--- src/rtl/alu_arbiter.sv ---
// Round-robin arbiter sharing one ALU between two requesters.
// Grants, latches operands, registers the ALU result and returns it with done.
module alu_arbiter #(
   parameter int WIDTH     = 4,
   parameter bit PRIO_INIT = 1'b0
) (
   input  logic             clk,
   input  logic             rst_n,
   input  logic             req0,
   input  logic             req1,
   input  logic [1:0]       op0,
   input  logic [1:0]       op1,
   input  logic [WIDTH-1:0] a0,
   input  logic [WIDTH-1:0] b0,
   input  logic [WIDTH-1:0] a1,
   input  logic [WIDTH-1:0] b1,
   output logic             gnt0,
   output logic             gnt1,
   output logic             done0,
   output logic             done1,
   output logic [WIDTH-1:0] res,
   output logic             ovr,
   output logic             cout,
   output logic             owner,
   output logic             busy,
   output logic [WIDTH-1:0] alu_a,
   output logic [WIDTH-1:0] alu_b,
   output logic             alu_s0,
   output logic             alu_s1,
   input  logic [WIDTH-1:0] alu_r,
   input  logic             alu_ovr,
   input  logic             alu_cout
);

   typedef enum logic [1:0] {
      IDLE,
      EXEC,
      DONE
   } state_t;

   state_t state, state_n;

   logic             grant;
   logic             win_n;
   logic             win;
   logic             prio;
   logic [WIDTH-1:0] a_q;
   logic [WIDTH-1:0] b_q;
   logic [1:0]       op_q;

   always_ff @(posedge clk or negedge rst_n) begin
      if (!rst_n) begin
         state <= IDLE;
      end else begin
         state <= state_n;
      end
   end

   // Contention resolves to prio; a lone request simply wins.
   always_comb begin
      state_n = state;
      grant   = 1'b0;
      win_n   = 1'b0;
      unique case (state)
         IDLE: begin
            if (req0 | req1) begin
               grant   = 1'b1;
               win_n   = (req0 & req1) ? prio : req1;
               state_n = EXEC;
            end
         end
         EXEC:    state_n = DONE;
         DONE:    state_n = IDLE;
         default: state_n = IDLE;
      endcase
   end

   always_ff @(posedge clk or negedge rst_n) begin
      if (!rst_n) begin
         a_q   <= '0;
         b_q   <= '0;
         op_q  <= '0;
         win   <= 1'b0;
         prio  <= PRIO_INIT;
         gnt0  <= 1'b0;
         gnt1  <= 1'b0;
         done0 <= 1'b0;
         done1 <= 1'b0;
         res   <= '0;
         ovr   <= 1'b0;
         cout  <= 1'b0;
         owner <= 1'b0;
      end else begin
         gnt0  <= grant & ~win_n;
         gnt1  <= grant & win_n;
         done0 <= (state == DONE) & ~win;
         done1 <= (state == DONE) & win;
         if (grant) begin
            a_q  <= win_n ? a1 : a0;
            b_q  <= win_n ? b1 : b0;
            op_q <= win_n ? op1 : op0;
            win  <= win_n;
            prio <= ~win_n;
         end
         if (state == EXEC) begin
            res   <= alu_r;
            ovr   <= alu_ovr;
            cout  <= alu_cout;
            owner <= win;
         end
      end
   end

   assign busy   = (state != IDLE);
   assign alu_a  = a_q;
   assign alu_b  = b_q;
   assign alu_s0 = op_q[0];
   assign alu_s1 = op_q[1];

endmodule

--- config.mk ---
export PLATFORM = sky130hd
export DESIGN_NAME = alu_arbiter
export DESIGN_NICKNAME = d
export VERILOG_FILES = /design/src/rtl/alu_arbiter.sv
export SDC_FILE = /design/constraint.sdc
export NUM_CORES = 1
export LEC_CHECK = 0
export ABC_AREA = 1
export CORE_MARGIN = 4
export CORE_UTILIZATION = 41
export CTS_BUF_LIST = sky130_fd_sc_hd__clkbuf_8
export CTS_CLUSTER_DIAMETER = 50
export DETAILED_ROUTE_END_ITERATION = 6
export PLACE_DENSITY_LB_ADDON = 0.1
export SLEW_MARGIN = 20
export SYNTH_ARGS = -nofsm -noshare
export SYNTH_HDL_FRONTEND = slang
export SYNTH_SLANG_ARGS = --single-unit
--- constraint.sdc ---
create_clock -name clk -period 1.4 [get_ports clk]
set_clock_uncertainty 0.2 [all_clocks]
set_input_delay 0.21 -clock clk [delete_from_list [all_inputs] [get_ports clk]]
set_output_delay 0.21 -clock clk [all_outputs]
set_load 0.02 [all_outputs]
### Word-level counts from Yosys, hierarchy flattened

Index checks and enable logic that the tools add are counted.
Widths: inputs -> output; s select.

| storage, ports and cells | value |
|---|---|
| bits in registers | 25 |
| bits in latches | 0 |
| memory bits (writable) | 0 |
| ROM bits | 0 |
| input bits | 30 |
| output and inout bits | 22 |
| logic and storage cells | 37 |
| memories | 0 |

| operators by class | value |
|---|---|
| add/sub/neg operators | 0 |
| multiply operators | 0 |
| div/mod/pow operators | 0 |
| $lt $le $gt $ge | 0 |
| equal/unequal tests | 3 |
| shift operators | 0 |
| muxes and demuxes | 10 |
| bitwise operators | 8 |
| reductions and logical operators | 2 |

Operators by type and width:

| kind | count |
|---|---|
| $mux 4 | 2 |
| $and 1x1->1 | 5 |
| $mux 1 | 5 |
| $mux 2 | 2 |
| $pmux 2 s2 | 1 |
| $eq 2x1->1 const B | 1 |
| $eq 2x2->1 const B | 1 |
| $logic_not 2->1 | 1 |
| $ne 2x2->1 const B | 1 |
| $not 1->1 | 2 |
| $reduce_bool 2->1 | 1 |
| $or 1x1->1 | 1 |

### Depth between registers and ports, before layout

| logic depth | value |
|---|---|
| depth in word-level cells | 6 |
| mapped depth | 6 |
| depth with buffers taken out | 5 |

### Least setup slack after synthesis

No wires, ideal clock.

| timing | value |
|---|---|
| path kind | reg2reg |
| from | register state[0] |
| to | register a_q[0] (netlist: alu_a[0]) |
| library setup time | 69 ps |
| data arrival time | 949 ps |
| data required time | 1,131 ps |
| setup slack | 182 ps |
| stages on the path, launching flop included | 7 |
| path buffers | 1 |
| clock period less this slack | 1,218 ps |
| cell sequence | dfrtp_1 inv_2 nand2_4 nor2_4 buf_6 nand3_1 nand3_1 |

| on the way | value |
|---|---|
| longest elaborated chain between the ends | 3 |
| elaborated cells between the ends (all ways) | 4 |
| classes of those cells | mux (3); reduce/logical (1) |

Ends and longest elaborated chain:

| what | line | RTL |
|---|---|---|
| start: declaration | 41 | `state_t state, state_n;` |
| start signal: assignment | 55 | `state <= state_n;` |
| $logic_not 2->1 * | 64 | `unique case (state)` |
| $mux 1 | 64 |  |
| $mux 4 | 99 | `a_q <= win_n ? a1 : a0;` |
| end signal: assignment | 99 |  |
| end: declaration | 47 | `logic [WIDTH-1:0] a_q;` |

Mark *: on every way between the ends. The rest lies on a longest branch, timed or not.
A chain may end at the register's enable or synchronous reset.

### Worst setup path after layout

| timing | value |
|---|---|
| from | register state[1] |
| to | output port busy |

| on the way | value |
|---|---|
| longest elaborated chain between the ends | 1 |

Ends and longest elaborated chain:

| what | line | RTL |
|---|---|---|
| $reduce_bool 2->1 | 114 | `assign busy = (state != IDLE);` |
| end: declaration | 25 | `output logic busy,` |

Every way passes these cells.

==> results.yml <==
placed_design:
  dp.cells: 194
  gp_congestion: 0.685
  portBuffers: 51
  place_hpwl_um: 2080
  post_dp_cell_area_mm2: 0.00164
worst_setup_path:
  end_kind: "primary output"
  r2r_start: "state[1]"
  required_ns: 0.99
  rrSetupSlack_ns: 0.06
  critPathLaunchType: "flip-flop"
  reg2reg_depth: 7
  crit_arrival_ns: 0.97
  worstReg2RegEnd: "alu_a[0]"
  path_max_fanout: 2
  worstSetupPathType: "reg2out"
route:
  wirelength_um: 2760
  dr_total_vias: 1005
  via_per_inst: 5.05
  route.detailed.drc: 0
  firstDrtPassIters: 4
  routedWlPerCell_um: 13.9
  first_iter_violations: 33
  antenna_left: 0
timing:
  fin_crit_ns: 1.38
  post-route-period-util: 0.987
  setup_viol: 0
  rsz0062_at_grt: "true"
  slew_viol_final: 0
  tightest_slew_ns: 0.317
  hold_violations: 0
  fmax_mhz: 723
  tns_ns: 0
  maxSlewHeadroom: 0.788
clocking:
  clockBufferDepth: 2
  cts_buffers: 3
  cts-root-buf: "clkbuf_8"
  clk_latency_ns: 0.26
  cts_tree: "built"
  cts_sinks: 25
  path_clk_slew_ns: 0.09
  cts-htree-levels: 1
grt:
  grt_max_degree: 26
  antenna_found_initial: 0
  grt.overflow.total: 0
  grt_pass1_vias: 1048
  grt_use_total: 0.179
  grt_pass1_wl_um: 4720
logic_synthesis:
  synth_area_leader_cell: "dfrtp_1"
  async_reset_ff_frac: 1.00
  synth_edf_count: 0
  yosys.cell_types.count: 19
  seq_area_frac_synth: 0.603
  synth_area_mm2: 0.00104
  ys_warn_count: 0
  syn_nets: 140
  synth-main-ff-cell: "dfrtp_1"
  synth.avg_cell_area_um2: 9.43
  synthTopCellsByCount: "nand2_1, dfrtp_1, nand3_1"
  syn_inst: 110
  yosysMostFrequentCell: "nand2_1"
  synth_top_area_frac: 0.603
  ys_ff_latch: 25
  ys_top_cells_by_area: "dfrtp_1, nand2_1, nand3_1"
run_status:
  outcome: "finished, final reports clean"
cells_and_area:
  fill_cells: 184
  nNetsFinal: 202
  drive_gt1_frac: 0.140
  final_cell_area_mm2: 0.00171
  synthToLayoutAreaGrowth_pct: 65.0
  utilization: 0.738
  antennaDiodeCount: 0
  fin_cells: 199
power:
  ir_worst_vdd_v: 0.00172
  p_leak_nw: 0.826
  p_per_area_mw_per_mm2: 2110
  power.total_mw: 3.60
floorplanning:
  die_w_um: 58.3
  die_h_um: 58.3
  ios: 52
  die_area_mm2: 0.00340
  std_cell_rows: 17
  start_util: 0.447
  core_area_mm2: 0.00232
min_path:
  min_path_type: "in2async"
flow_run:
  max_cap_violations: 0
-- timing repair --
action / CTS / global route
buffers inserted: 0 / 1
pin swaps: 0 / 1
setup endpoints to repair: 32 / 37
resized for setup: 24 / 25
hold buffers: 0 / 0
-- placed cells by master (no fill, tap or decap) --
master	synthesis	layout
buf_12	0	2
buf_2	1	1
buf_4	1	7
buf_6	1	2
clkbuf_2	0	1
clkbuf_8	0	3
clkdlybuf4s15_1	0	16
clkdlybuf4s50_1	0	29
dfrtp_1	25	25
dlygate4sd2_1	0	4
inv_1	4	4
inv_2	2	3
nand2_1	32	32
nand2_2	1	1
nand2_4	1	1
nand3_1	20	20
nand4_1	10	10
nor2_1	3	2
nor2_4	1	2
nor3_1	2	2
o21ai_0	1	1
o21ai_1	1	1
o21ai_4	0	1
o22ai_1	1	1
-- logic make-up after synthesis --
logic type      share of synthesized area
simple gates                        0.321
compound gates                     0.0241
buf+inv                            0.0519
flops                               0.603
-- metal layers --
metal / wire length [um] / part of all wire / up-vias / global-route usage
met3: 214 / 0.078 / 2 / 0.0373
met1: 1080 / 0.39 / 476 / 0.233
li1: - / - / 488 / -
met5: 0 / 0 / - / 0
met2: 1450 / 0.53 / 39 / 0.308
met4: 13 / 0.0047 / 0 / 0.0397
-- worst max path at each step --
stage,startpoint,to,slack [ns],depth (start not counted)
6_report,state[1],busy,0.02,3
5_1_grt,state[1],busy,-0.04,3
4_1_cts,state[0],alu_a[0],-0.06,5
3_5_place_dp,req1,alu_a[0],-0.25,5
3_3_place_gp,req1,op_q[1],-0.19,5
2_1_floorplan,state[0],alu_a[0],0.18,6
-- worst max-delay path: stages, from the launching register on --
cell and delay, ns:
dfrtp_1 0.42, inv_2 0.09, nand2_4 0.05, buf_2 0.15
-- cell type report --
class,count,area (um2),share of cell area
flip-flops and latches,25,626,0.365
clock buffers,3,41.3,0.0241
well taps,28,35.0,0.0205
multi-input cells,74,373,0.218
clock inverters,1,3.75,0.00219
inverters,6,22.5,0.0132
repair buffers,62,611,0.357
-- per-stage QoR --
stage          hold WS [ns]  worst slack [ns]
2_1_floorplan        -0.286             0.182
4_1_cts               0.103           -0.0566
6_report             0.0942            0.0177
5_1_grt               0.110           -0.0375
3_5_place_dp          0.219            -0.248
3_3_place_gp          0.219            -0.188
-- registers in the layout (all words and copies together) (netlist names) --
signal  count
alu_a       4
alu_b       4
cout        1
done0       1
done1       1
gnt0        1
gnt1        1
op_q        2
ovr         1
owner       1
prio        1
res         4
state       2
win         1
-- power by group --
| part | switching (mW) | leakage [nW] | internal [mW] | total [mW] |
|---|---|---|---|---|
| sequential | 0.164 | 0.311 | 1.06 | 1.22 |
| combinational | 1.13 | 0.487 | 0.845 | 1.97 |
| clock | 0.217 | 0.0269 | 0.196 | 0.412 |
| total | 1.51 | 0.826 | 2.10 | 3.60 |
Note: power is estimated with default switching activity, not from simulation.
